===== src/rtl/risc_rf_pkg.sv =====
// Shared defaults and reset-value helper for the RISC register file.
package risc_rf_pkg;

  localparam int unsigned DEF_DATA_W   = 8;
  localparam int unsigned DEF_ADDR_W   = 3;
  localparam int unsigned DEF_RST_STEP = 32'h22;

  // Reset value of register idx; callers truncate to DATA_W (mod 2**DATA_W).
  function automatic logic [31:0] rst_val(input int unsigned idx,
                                          input int unsigned step,
                                          input bit          zero_r0);
    if (zero_r0 && idx == 0) return 32'h0;
    return 32'(idx * step);
  endfunction

endpackage


===== src/rtl/risc_rf_scoreboard.sv =====
// Load scoreboard: per-register pending bits, pending count, issue/return
// error pulses and operand-ready lookup for both read ports.
module risc_rf_scoreboard
  import risc_rf_pkg::*;
#(
  parameter int unsigned ADDR_W  = DEF_ADDR_W,
  parameter bit          BYPASS  = 1'b1,
  parameter bit          ZERO_R0 = 1'b0
) (
  input  logic              clk,
  input  logic              rst_n,
  input  logic              ld_iss_vld,
  input  logic [ADDR_W-1:0] ld_iss_dst,
  input  logic              ld_ret_vld,
  input  logic [ADDR_W-1:0] ld_ret_dst,
  input  logic [ADDR_W-1:0] opnda_addr,
  input  logic [ADDR_W-1:0] opndb_addr,
  output logic [ADDR_W:0]   pending_cnt,
  output logic              iss_err,
  output logic              ret_err,
  output logic              opnda_rdy_c,
  output logic              opndb_rdy_c
);

  localparam int unsigned DEPTH = 2**ADDR_W;
  localparam int unsigned CNT_W = ADDR_W + 1;

  logic [DEPTH-1:0] pending_q, pending_d;
  logic [CNT_W-1:0] cnt_q, cnt_d;
  logic             iss_err_q, iss_err_d;
  logic             ret_err_q, ret_err_d;
  logic             iss_eff, ret_eff, cnt_inc, cnt_dec;

  // Next pending state; issue beats return on the same register, and the
  // counter follows the actual bit transitions so it always equals popcount.
  always_comb begin
    iss_eff   = ld_iss_vld && !(ZERO_R0 && ld_iss_dst == '0);
    ret_eff   = ld_ret_vld && !(ZERO_R0 && ld_ret_dst == '0);
    pending_d = pending_q;
    if (ret_eff) pending_d[ld_ret_dst] = 1'b0;
    if (iss_eff) pending_d[ld_iss_dst] = 1'b1;
    cnt_inc   = iss_eff && !pending_q[ld_iss_dst];
    cnt_dec   = ret_eff && pending_q[ld_ret_dst] &&
                !(iss_eff && ld_iss_dst == ld_ret_dst);
    cnt_d     = cnt_q;
    if (cnt_inc && !cnt_dec)      cnt_d = cnt_q + CNT_W'(1);
    else if (cnt_dec && !cnt_inc) cnt_d = cnt_q - CNT_W'(1);
    iss_err_d = iss_eff && pending_q[ld_iss_dst];
    ret_err_d = ret_eff && !pending_q[ld_ret_dst];
  end

  // Scoreboard state and error pulse registers.
  always_ff @(posedge clk or negedge rst_n) begin
    if (!rst_n) begin
      pending_q <= '0;
      cnt_q     <= '0;
      iss_err_q <= 1'b0;
      ret_err_q <= 1'b0;
    end else begin
      pending_q <= pending_d;
      cnt_q     <= cnt_d;
      iss_err_q <= iss_err_d;
      ret_err_q <= ret_err_d;
    end
  end

  // Operand readiness; a same-cycle return resolves the hazard when bypassing.
  always_comb begin
    opnda_rdy_c = !pending_q[opnda_addr] ||
                  (BYPASS && ld_ret_vld && ld_ret_dst == opnda_addr);
    opndb_rdy_c = !pending_q[opndb_addr] ||
                  (BYPASS && ld_ret_vld && ld_ret_dst == opndb_addr);
    if (ZERO_R0 && opnda_addr == '0) opnda_rdy_c = 1'b1;
    if (ZERO_R0 && opndb_addr == '0) opndb_rdy_c = 1'b1;
  end

  assign pending_cnt = cnt_q;
  assign iss_err     = iss_err_q;
  assign ret_err     = ret_err_q;

endmodule


===== src/rtl/risc_regfile_sb.sv =====
// Register file with dual write ports (ALU, load return), optional bypass,
// optional hard-wired r0 and a load scoreboard.
module risc_regfile_sb
  import risc_rf_pkg::*;
#(
  parameter int unsigned DATA_W   = DEF_DATA_W,
  parameter int unsigned ADDR_W   = DEF_ADDR_W,
  parameter int unsigned RST_STEP = DEF_RST_STEP,
  parameter bit          BYPASS   = 1'b1,
  parameter bit          ZERO_R0  = 1'b0
) (
  input  logic              clk,
  input  logic              rst_n,
  input  logic [ADDR_W-1:0] opnda_addr,
  input  logic [ADDR_W-1:0] opndb_addr,
  output logic [DATA_W-1:0] oprnd_a,
  output logic [DATA_W-1:0] oprnd_b,
  output logic              opnda_rdy,
  output logic              opndb_rdy,
  input  logic              reg_wr_vld,
  input  logic [ADDR_W-1:0] dst,
  input  logic [DATA_W-1:0] rslt,
  input  logic              ld_iss_vld,
  input  logic [ADDR_W-1:0] ld_iss_dst,
  input  logic              ld_ret_vld,
  input  logic [ADDR_W-1:0] ld_ret_dst,
  input  logic [DATA_W-1:0] dmdataout,
  output logic [ADDR_W:0]   pending_cnt,
  output logic              wr_conflict,
  output logic              iss_err,
  output logic              ret_err
);

  localparam int unsigned DEPTH = 2**ADDR_W;

  logic [DATA_W-1:0] regs_q [DEPTH];
  logic [DATA_W-1:0] regs_d [DEPTH];
  logic              alu_we, ld_we, conflict_d, wr_conflict_q;

  // Write arbitration: ALU wins a same-address collision, load data dropped.
  always_comb begin
    alu_we     = reg_wr_vld && !(ZERO_R0 && dst == '0);
    conflict_d = alu_we && ld_ret_vld && ld_ret_dst == dst;
    ld_we      = ld_ret_vld && !(ZERO_R0 && ld_ret_dst == '0) && !conflict_d;
    regs_d     = regs_q;
    if (ld_we)  regs_d[ld_ret_dst] = dmdataout;
    if (alu_we) regs_d[dst]        = rslt;
  end

  // Data array and conflict pulse register.
  always_ff @(posedge clk or negedge rst_n) begin
    if (!rst_n) begin
      for (int unsigned i = 0; i < DEPTH; i++) begin
        regs_q[i] <= DATA_W'(rst_val(i, RST_STEP, ZERO_R0));
      end
      wr_conflict_q <= 1'b0;
    end else begin
      regs_q        <= regs_d;
      wr_conflict_q <= conflict_d;
    end
  end

  // Read muxes: ALU bypass over load bypass over stored value.
  always_comb begin
    oprnd_a = regs_q[opnda_addr];
    oprnd_b = regs_q[opndb_addr];
    if (BYPASS) begin
      if (reg_wr_vld && dst == opnda_addr)             oprnd_a = rslt;
      else if (ld_ret_vld && ld_ret_dst == opnda_addr) oprnd_a = dmdataout;
      if (reg_wr_vld && dst == opndb_addr)             oprnd_b = rslt;
      else if (ld_ret_vld && ld_ret_dst == opndb_addr) oprnd_b = dmdataout;
    end
    if (ZERO_R0 && opnda_addr == '0) oprnd_a = '0;
    if (ZERO_R0 && opndb_addr == '0) oprnd_b = '0;
  end

  // Load scoreboard.
  risc_rf_scoreboard #(
    .ADDR_W  (ADDR_W),
    .BYPASS  (BYPASS),
    .ZERO_R0 (ZERO_R0)
  ) u_sb (
    .clk         (clk),
    .rst_n       (rst_n),
    .ld_iss_vld  (ld_iss_vld),
    .ld_iss_dst  (ld_iss_dst),
    .ld_ret_vld  (ld_ret_vld),
    .ld_ret_dst  (ld_ret_dst),
    .opnda_addr  (opnda_addr),
    .opndb_addr  (opndb_addr),
    .pending_cnt (pending_cnt),
    .iss_err     (iss_err),
    .ret_err     (ret_err),
    .opnda_rdy_c (opnda_rdy),
    .opndb_rdy_c (opndb_rdy)
  );

  assign wr_conflict = wr_conflict_q;

endmodule

===== config.mk =====
export PLATFORM = sky130hd
export DESIGN_NAME = risc_regfile_sb
export DESIGN_NICKNAME = d
export VERILOG_FILES = /design/src/rtl/risc_rf_pkg.sv /design/src/rtl/risc_rf_scoreboard.sv /design/src/rtl/risc_regfile_sb.sv
export SDC_FILE = /design/constraint.sdc
export NUM_CORES = 1
export LEC_CHECK = 0
export CORE_MARGIN = 5
export CORE_UTILIZATION = 62
export DETAILED_ROUTE_END_ITERATION = 7
export PLACE_DENSITY_LB_ADDON = 0.15
export SLEW_MARGIN = 20
export SYNTH_ARGS = -nofsm -noshare
export SYNTH_HDL_FRONTEND = slang
export SYNTH_SLANG_ARGS = --single-unit

===== constraint.sdc =====
create_clock -name clk -period 6.4 [get_ports clk]
set_clock_uncertainty 0.1 [all_clocks]
set_input_delay 1.28 -clock clk [delete_from_list [all_inputs] [get_ports clk]]
set_output_delay 1.28 -clock clk [all_outputs]
set_load 0.03 [all_outputs]

==> results of run 1 <==
==> worst reg2reg max path, cell delays in order, from the launching register on <==
cell and delay (ns):
dfrtp_1 0.45, mux4_2 0.49, mux2i_1 0.18, and2_1 0.15
ha_1 0.17, inv_1 0.10, ha_1 0.28, a21o_1 0.18
a21oi_1 0.17, mux2i_1 0.26, xnor2_1 0.15
==> sequential cells by signal, summed over array words and instances, names as in the netlist <==
register and flops:
u_sb.pending_q 8, regs_q 64, wr_conflict 1, u_sb.ret_err 1, u_sb.pending_cnt 4, u_sb.iss_err 1
==> cells in the mapped netlist (2+ instances only) <==
library cell,count
clkbuf_2,2
o21ai_1,8
buf_4,3
nor3_1,13
and3_1,2
buf_6,2
mux4_2,8
xnor2_1,20
a31oi_1,4
nor2_1,33
dfrtp_1,55
nor2b_1,4
buf_2,29
and4_1,3
o21ai_0,45
nand2b_1,9
buf_1,5
mux2i_1,109
nand4bb_1,2
a211oi_1,2
or2_2,3
nand3_1,3
a21oi_1,28
mux2_2,15
nand2_1,67
or3_1,4
ha_1,3
o221ai_1,6
o21ai_2,3
dfstp_2,24
nand4_1,6
a31oi_2,3
o31ai_1,2
inv_1,9
clkbuf_1,22
nand4b_1,3
o22ai_1,40
and3b_1,3
==> cell usage in the layout (no fill, tap or decap), types with 12 or more instances in the layout <==
cell type | synthesis | layout
dfstp_2 | 24 | 24
mux2_2 | 15 | 15
clkdlybuf4s50_1 | 0 | 59
xnor2_1 | 20 | 20
nor3_1 | 13 | 13
dfrtp_1 | 55 | 55
buf_4 | 3 | 12
nor2_1 | 33 | 33
mux2i_1 | 109 | 109
o22ai_1 | 40 | 40
a21oi_1 | 28 | 28
o21ai_0 | 45 | 45
nand2_1 | 67 | 67
==> metal layers <==
metal | global-route usage | up-vias
met4 | 0.130 | 0
met5 | 0 | -
met1 | 0.384 | 2447
li1 | - | 2265
met2 | 0.499 | 271
met3 | 0.0551 | 68
==> power groups by stage <==
stage	logic (mW)	registers (mW)	clock network (mW)
2_1_floorplan	0.443	0.746	0
4_1_cts	0.674	0.742	0.333
5_1_grt	0.730	0.762	0.357
6_report	0.677	0.747	0.328
3_5_place_dp	0.670	0.751	0
3_3_place_gp	0.651	0.744	0
==> cells by family (layout without fill, tap and decap cells) <==
| family | Yosys count | after routing | share of synthesized area |
|---|---|---|---|
| AOI/OAI and AO/OA | 146 | 146 | 0.154 |
| xor gates and xnor gates | 21 | 21 | 0.0356 |
| adders and majority gates | 4 | 4 | 0.0101 |
| buffers and inverters | 72 | 97 | 0.0588 |
| DFF | 79 | 79 | 0.352 |
| muxes | 132 | 132 | 0.253 |
| and+or+nand+nor | 160 | 160 | 0.137 |
==> area by class of cell <==
| type | count | area [µm²] | share of cell area |
|---|---|---|---|
| Clock buffer | 12 | 135 | 0.0212 |
| Sequential cell | 79 | 2010 | 0.314 |
| Tap cell | 111 | 139 | 0.0217 |
| Clock inverter | 4 | 23.8 | 0.00372 |
| Multi-Input combinational cell | 463 | 3360 | 0.526 |
| Timing Repair Buffer | 72 | 692 | 0.108 |
| Inverter | 9 | 33.8 | 0.00529 |
==> metrics by stage <==
step,std cells,worst slack (ns)
2_1_floorplan,614,2.15
3_3_place_gp,734,1.01
3_5_place_dp,734,0.953
4_1_cts,750,0.937
5_1_grt,750,0.797
6_report,750,0.919
==> how the worst max path moves through the flow <==
| stage | end | slack, ns | depth (start not counted) |
|---|---|---|---|
| final | oprnd_b[3] | 0.92 | 6 |
| after global routing | oprnd_b[3] | 0.80 | 6 |
| after CTS | oprnd_b[3] | 0.94 | 6 |
| after detailed placement | oprnd_b[3] | 0.95 | 6 |
| after global placement | oprnd_b[3] | 1.01 | 6 |
| after floorplan | oprnd_b[3] | 2.15 | 6 |
==> metrics.cfg, run 1 <==
[status]
outcome=finished clean

[worst_hold_path]
min_path_type=reg -> reg
min_from=u_sb.pending_cnt[3]$_DFFE_PN0P_
whs_endpoint=u_sb.pending_cnt[3]$_DFFE_PN0P_
whs_path_depth=1

[routing]
drtPass1Iterations=5
via_per_inst=6.73
num_vias=5051
initialDrtViolationCount=357
ant_nets=0
wl_per_cell_um=22.3
wl_met1_um=6750
routed-wl-met2_um=7910
wl_met3_um=1270
wl_um=16700
remaining_drc_errors=0
top_layer=met4

[power_and_ir_drop]
power.switching_mw=0.655
internal_power_mw=1.10
power_mw=1.75
p_leak_nw=2.60
power_switching_share=0.374
p_per_area_mw_per_mm2=274
pwr-share-seq=0.426
clkPwrFrac=0.187
power_frac_comb=0.386
ir_worst_vdd_uv=151

[sta]
fmax_ghz=0.182
period_needed_ns=5.48
finalSetupTns_ns=0
rsz0062_at_grt=false
slew-limit-headroom=0.246
finalMaxSlewViolations=0
worstMarginPinSlew_ns=1.13
hold_violations=0
setup-violations-final=0
holdWs_ns=0.386
min_period_over_period=0.856

[worst_setup_path]
cp_top_family=buffers and inverters
rrSetupSlack_ns=3.66
crit_path_end_kind=output port
reg2reg_from=u_sb.pending_q[5]$_DFF_PN0_
crit_path_top_delay_cell=clkdlybuf4s50_1
crit_chain=clkdlybuf4s50_1 > xnor2_1 > and4_1 > or3_1 > a31oi_1 > clkdlybuf4s50_1
crit_start=ld_ret_dst[1]
arrival_ns=4.10
cp_max_fo=16
required_ns=5.02
crit_top_cell=clkdlybuf4s50_1
path_buf_inv=2
slowest_delay_ns=0.92
r2r_end=u_sb.pending_cnt[3]$_DFFE_PN0P_
worstSetupPathType=in -> out
worstSetupStartpointType=input port
worstRegToRegCells=10

[final_layout]
finalNetCount=674
synthToLayoutAreaGrowth_pct=12.1
final_area_mm2=0.00639
final_core_util=0.701
fillCellCount=733
num_antenna_cells=0
drive_gt1_frac=0.135

[grt]
antenna_found_initial=0
gr-total-overflow=0
grtUsageTotal=0.301
grt_pass1_vias=5088
grt_pass1_wl_um=26500
grt_max_degree=80

[clocking]
postCtsSetupRepairBufs=0
clkTransAtPathRegs_ns=0.09
worstSkewPairLatency_ns=0.36
cts-resized-gates=0
numCtsBuffers=9
clk_path_buf_depth=2
clock-sinks=79
cts_tree=built
clockRootBuffer=clkbuf_8
ctsHoldBuffers=0
htree_levels=3

[floorplanning]
die_h_um=106
start_util=0.626
die_area_mm2=0.0112
io_pins=61
num_rows=35
core_area_mm2=0.00911
die_w_um=106

[yosys]
syn-cell-area_mm2=0.00570
synth_warnings=0
yosys.area.top_type_share=0.241
syn_area_per_cell_um2=9.28
synth_async_sr_flop_share=1.00
ys_ff_latch=79
yosysSeqAreaShare=0.352
yosysUniqueCellTypes=50
synthFlopType=dfrtp_1
synthTopCellsByArea=dfrtp_1 24%, mux2i_1 19%, dfstp_2 11%, nand2_1 4.4%, o22ai_1 4.4%
syn_inst=614
synth_top_area_cell=dfrtp_1
synth_edf_count=0
synth_fp_nets=654

[place]
hpwl_um=11600
placed_area_mm2=0.00623
numPortBuffers=60
place_congestion=0.964

[flow_run]
maxCapViolations=0

Power figures use the tool's default switching activity.
==> run 2: changes to the inputs <==
Settings changed: ABC_AREA from default to 1, CORE_UTILIZATION 62 to 63, PLACE_DENSITY from default to 0.93, PLACE_DENSITY_LB_ADDON 0.15 to default.
==> run 2 against run 1 <==
Global-route usage grew 7.7 points. Worst setup slack improved by 0.13 ns. Via count is 46% higher. Hold slack better by 0.049 ns. Clock power increased by 14%. Flip-flop and latch count unchanged. Die area is 8.2% higher. Critical path type unchanged. Largest cell class unchanged.
==> metrics.cfg, run 2 <==
[power_and_ir_drop]
p_leak_nw=3.71
ir_worst_vdd_uv=265
p_per_area_mw_per_mm2=258

[worst_setup_path]
worstSetupStartpointType=input port
cp_top_family=buffers and inverters
path_buf_inv=3
crit_chain=clkdlybuf4s50_1 > inv_1 > nand2_1 > nand2_1 > nor2_2 > nand2_2 > nand3_1 > nand3_1 > nand2_1 > clkdlybuf4s50_1
worstSetupPathType=in -> out
required_ns=5.02
cp_max_fo=12
slowest_delay_ns=0.74
arrival_ns=3.97
crit_path_top_delay_cell=clkdlybuf4s50_1
rrSetupSlack_ns=3.72
crit_path_end_kind=output port
crit_top_cell=nand2_1

[routing]
drtPass1Iterations=6
ant_nets=0
initialDrtViolationCount=1141
wl_per_cell_um=17.9
remaining_drc_errors=0
wl_um=22100
via_per_inst=5.96
num_vias=7370

[yosys]
synth_top_area_cell=nand2_1
synthFlopType=dfrtp_1
yosys.area.top_type_share=0.243
synth_warnings=0
synthTopCellsByCount=409 x nand2_1, 283 x nand3_1, 101 x inv_1
synth_fp_nets=1098
synth_async_sr_flop_share=1.00
ys_ff_latch=79
yosysSeqAreaShare=0.318
synthTopCellsByArea=nand2_1 24%, nand3_1 22%, dfrtp_1 22%, dfstp_2 10%, inv_1 6.0%
syn_area_per_cell_um2=5.97
syn_inst=1058
yosysMostFrequentCell=nand2_1
yosysUniqueCellTypes=29
syn-cell-area_mm2=0.00632
synth_edf_count=0

[floorplanning]
die_h_um=110
die_area_mm2=0.0121
num_rows=36
core_area_mm2=0.00977
io_pins=61
start_util=0.647
die_w_um=110

[status]
outcome=finished clean

[sta]
rsz0062_at_grt=false
slew-limit-headroom=0.326
finalMaxSlewViolations=0
setup-violations-final=0
worstMarginPinSlew_ns=1.01
min_period_over_period=0.836
hold_violations=0
fmax_ghz=0.187
period_needed_ns=5.35
finalSetupTns_ns=0

[clocking]
clk_path_buf_depth=2
worstSkewPairLatency_ns=0.36
numCtsBuffers=9
clockRootBuffer=clkbuf_8
cts-resized-gates=0
cts_tree=built
clock-sinks=79
clkTransAtPathRegs_ns=0.07
ctsHoldBuffers=0
htree_levels=3
postCtsSetupRepairBufs=0

[final_layout]
finalNetCount=1138
final_area_mm2=0.00715
drive_gt1_frac=0.0879
largest_reg_flops=64
final_cell_mix=409 x nand2_1, 283 x nand3_1, 101 x inv_1, 55 x dfrtp_1, 51 x clkdlybuf4s50_1
synthToLayoutAreaGrowth_pct=13.2
top_register=regs_q
final_common_cell=nand2_1
num_antenna_cells=0

[grt]
gr-total-overflow=0
grt_max_degree=80
antenna_found_initial=0
grt_pass1_vias=6709
grtUsageTotal=0.378
grt_pass1_wl_um=34800

[flow_run]
maxCapViolations=0

[place]
numPortBuffers=60
placed_area_mm2=0.00696
hpwl_um=15300
place_congestion=1.09

[worst_hold_path]
min_path_type=reg -> reg

==> run 2: cells by family (layout without fill, tap and decap cells) <==
logic type | Yosys count | count (layout) | share of synthesized area
AO/OA/AOI/OAI | 49 | 49 | 0.0426
XOR/XNOR | 5 | 5 | 0.00693
adder cells (fa/ha/maj) | 4 | 4 | 0.00911
buffers and inverters | 164 | 209 | 0.105
flip-flops | 79 | 79 | 0.318
multiplexers | 1 | 1 | 0.00178
AND/OR/NAND/NOR | 756 | 756 | 0.517
==> run 2: layout make-up <==
class,instances,area (µm²)
Clock buffer,10,128
Clock inverter,6,61.3
Fill cell,852,2620
Inverter,116,435
Multi-Input combinational cell,815,3650
Sequential cell,79,2010
Tap cell,133,166
Timing Repair Buffer,77,706
==> run 2: final timing paths <==
| kind | startpoint | to | cells after the start |
|---|---|---|---|
| setup / recovery | opndb_addr[2] | oprnd_b[4] | 10 |
| hold / removal | u_sb.pending_cnt[3]$_DFFE_PN0P_ | u_sb.pending_cnt[3]$_DFFE_PN0P_ | 2 |
| setup reg to reg | u_sb.pending_q[6]$_DFF_PN0_ | u_sb.pending_cnt[3]$_DFFE_PN0P_ | 14 |
| hold reg to reg | u_sb.pending_cnt[3]$_DFFE_PN0P_ | u_sb.pending_cnt[3]$_DFFE_PN0P_ | 2 |
| max in group asynchronous | rst_n | u_sb.pending_q[4]$_DFF_PN0_ | 1 |
| min in group asynchronous | rst_n | regs_q[0]$_DFF_PN0_ | 1 |
==> run 2: report_power, final <==
group / internal (mW) / total [mW] / switching (mW)
Sequential: 0.639 / 0.749 / 0.110
Combinational: 0.269 / 0.724 / 0.454
Clock: 0.179 / 0.373 / 0.194
==> run 2: stage by stage <==
| step | setup WS [ns] | power, mW | hold WS, ns | cells | util |
|---|---|---|---|---|---|
| final | 1.05 | 1.85 | 0.434 | 1236 | 0.732 |
| after global routing | 0.840 | 1.95 | 0.489 | 1236 | 0.732 |
| after global placement | 1.16 | 1.44 | 0.405 | 1220 | 0.712 |
| after detailed placement | 1.10 | 1.46 | 0.425 | 1220 | 0.712 |
| after CTS | 1.09 | 1.83 | 0.443 | 1236 | 0.732 |
| after floorplan | 2.47 | 1.20 | 0.422 | 1058 | - |
==> run 2: per-layer routing <==
layer  wire (µm)  GRT usage
met4        1420      0.215
met3        2730     0.0664
met2        9610      0.573
met1        8330      0.508
met5           0          0
==> run 2: worst register-to-register path: stages (launching register included) <==
cell,delay (ns)
dfrtp_1,0.42
inv_1,0.11
a21oi_1,0.07
o21ai_0,0.07
o21ai_0,0.12
nor3_1,0.38
ha_1,0.26
inv_1,0.10
ha_1,0.28
nand2_1,0.07
inv_1,0.03
o21ai_0,0.24
nand3_1,0.12
a21o_1,0.19
nand2_1,0.05
==> run 3: changes to the inputs <==
Settings changed: CORE_UTILIZATION 63 to 59, PLACE_DENSITY 0.93 to 0.88.
Clock period 6.4 ns to 5.4 ns, I/O delays scaled along.
==> run 3 against run 2 <==
Sequential share of layout area rose by 0.12 points. Register-to-register slack worse by 1.0 ns. Combinational power is 19% higher. Non-clock buffer count decreased by 3. Worst setup slack lost 0.25 ns. Sequential power is 19% higher. Flip-flop and latch count unchanged. Final cell count did not move. Total power grew 21%. Die area increased by 6.2%. Cell area fell by 0.44%.
==> metrics.cfg, run 3 (same netlist as run 2, synthesis figures left out) <==
[floorplanning]
die_w_um=113
num_rows=37
io_pins=61
die_h_um=113
core_area_mm2=0.0104
start_util=0.609
die_area_mm2=0.0129

[sta]
hold_violations=0
min_period_over_period=0.852
slew-limit-headroom=0.451
holdWs_ns=0.452
setup_slack_ns=0.797
setup-violations-final=0
period_needed_ns=4.60
finalMaxSlewViolations=0
worstMarginPinSlew_ns=0.823
rsz0062_at_grt=false
fmax_ghz=0.217
finalSetupTns_ns=0

[worst_setup_path]
r2r_end=u_sb.pending_cnt[3]$_DFFE_PN0P_
crit_path_top_delay_cell=clkdlybuf4s50_1
slowest_delay_ns=0.81
worstSetupStartpointType=input port
worstSetupPathType=in -> out
cp_max_fo=12
arrival_ns=3.42
rrSetupSlack_ns=2.69
cp_top_family=buffers and inverters
crit_chain=clkdlybuf4s50_1 > inv_1 > o21ai_0 > nor2_1 > nand2_1 > inv_1 > nand2_1 > nand2_1 > buf_4
worstRegToRegCells=14
worst-path-stages=9
required_ns=4.22
reg2reg_from=u_sb.pending_q[6]$_DFF_PN0_
crit_top_cell=nand2_1
path_buf_inv=4
crit_path_end_kind=output port

[routing]
remaining_drc_errors=0
wl_per_cell_um=18.8
ant_nets=0
initialDrtViolationCount=1161
num_vias=7436
wl_um=23300
drtPass1Iterations=6
via_per_inst=6.02

[worst_hold_path]
whs_path_depth=2
min_path_type=reg -> reg
whs_endpoint=u_sb.pending_cnt[3]$_DFFE_PN0P_
min_from=u_sb.pending_cnt[3]$_DFFE_PN0P_

[clocking]
clockRootBuffer=clkbuf_8
postCtsSetupRepairBufs=0
ctsHoldBuffers=0
worstSkewPairLatency_ns=0.37
clk_path_buf_depth=2
numCtsBuffers=9
cts_tree=built
clkTransAtPathRegs_ns=0.09
clock-sinks=79
cts-resized-gates=0
htree_levels=3

[final_layout]
seq_area_mm2=0.00201
num_antenna_cells=0
fillCellCount=997
final_cell_mix=409 x nand2_1, 283 x nand3_1, 101 x inv_1, 55 x dfrtp_1, 41 x clkdlybuf4s50_1
multi_input_area_mm2=0.00365
synthToLayoutAreaGrowth_pct=12.7
top_register=regs_q
drive_gt1_frac=0.0955
fin_cells=1236
finalNetCount=1135
largest_reg_flops=64
final_common_cell=nand2_1

[flow_run]
maxCapViolations=0

[power_and_ir_drop]
ir_worst_vdd_uv=260
power_mw=2.24
power_frac_comb=0.383
pwr-share-seq=0.398
power.switching_mw=0.947
p_leak_nw=3.72
power_switching_share=0.423
clkPwrFrac=0.219
internal_power_mw=1.29
p_per_area_mw_per_mm2=314

[grt]
grt_pass1_vias=6832
grt_max_degree=74
gr-total-overflow=0
grt_pass1_wl_um=36600
grtUsageTotal=0.364
antenna_found_initial=0

[status]
outcome=finished clean

[place]
hpwl_um=16300
place_congestion=1.07
dp.cells=1220
numPortBuffers=60
place_ws_ns=0.950

==> run 3: cell count changes in the layout (fill, tap and decap cells not counted), sizes merged <==
cell           change
clkdlybuf4s50     -10
buf                +7
inv                +3
clkbuf             -1
clkinv             -1
clkinvlp           -1
==> run 3: how the worst max path moves through the flow <==
stage / startpoint / to
after CTS: opndb_addr[2] / oprnd_b[4]
after detailed placement: opndb_addr[2] / oprnd_b[4]
after global routing: opndb_addr[2] / oprnd_b[1]
after floorplan: dst[2] / oprnd_b[3]
final: opndb_addr[2] / oprnd_b[4]
after global placement: opndb_addr[2] / oprnd_b[4]
==> run 3: area by class of cell <==
class / count / area share
Clock inverter: 7 / 0.0109
Multi-Input combinational cell: 815 / 0.512
Tap cell: 136 / 0.0239
Clock buffer: 9 / 0.0174
Timing Repair Buffer: 74 / 0.0924
Sequential cell: 79 / 0.282
Inverter: 116 / 0.0611
==> run 3: worst min-delay path: cells and delay by family (launching register included) <==
kind,cells,cell delay [ns]
flops,1,0.40
simple gates,2,0.12
==> run 3: power by group through the flow <==
| stage | sequential [mW] | combinational (mW) | clock [mW] |
|---|---|---|---|
| floorplan | 0.879 | 0.548 | 0 |
| global placement | 0.889 | 0.825 | 0 |
| detailed placement | 0.893 | 0.836 | 0 |
| CTS | 0.882 | 0.844 | 0.484 |
| global route | 0.901 | 0.949 | 0.514 |
| finish | 0.890 | 0.858 | 0.489 |
==> run 3: per-stage QoR <==
step | utilization | instance area [µm²]
after CTS | 0.687 | 7120
final | 0.687 | 7120
after global placement | 0.667 | 6920
after detailed placement | 0.667 | 6920
after global routing | 0.687 | 7120
after floorplan | - | 6320
==> run 3: metal layers <==
metal	GRT usage	vias to the layer above	wire length, µm
met5	0	-	0
met4	0.179	0	1260
met3	0.0817	110	2970
met2	0.550	534	10100
met1	0.491	3335	8910
li1	-	3457	-
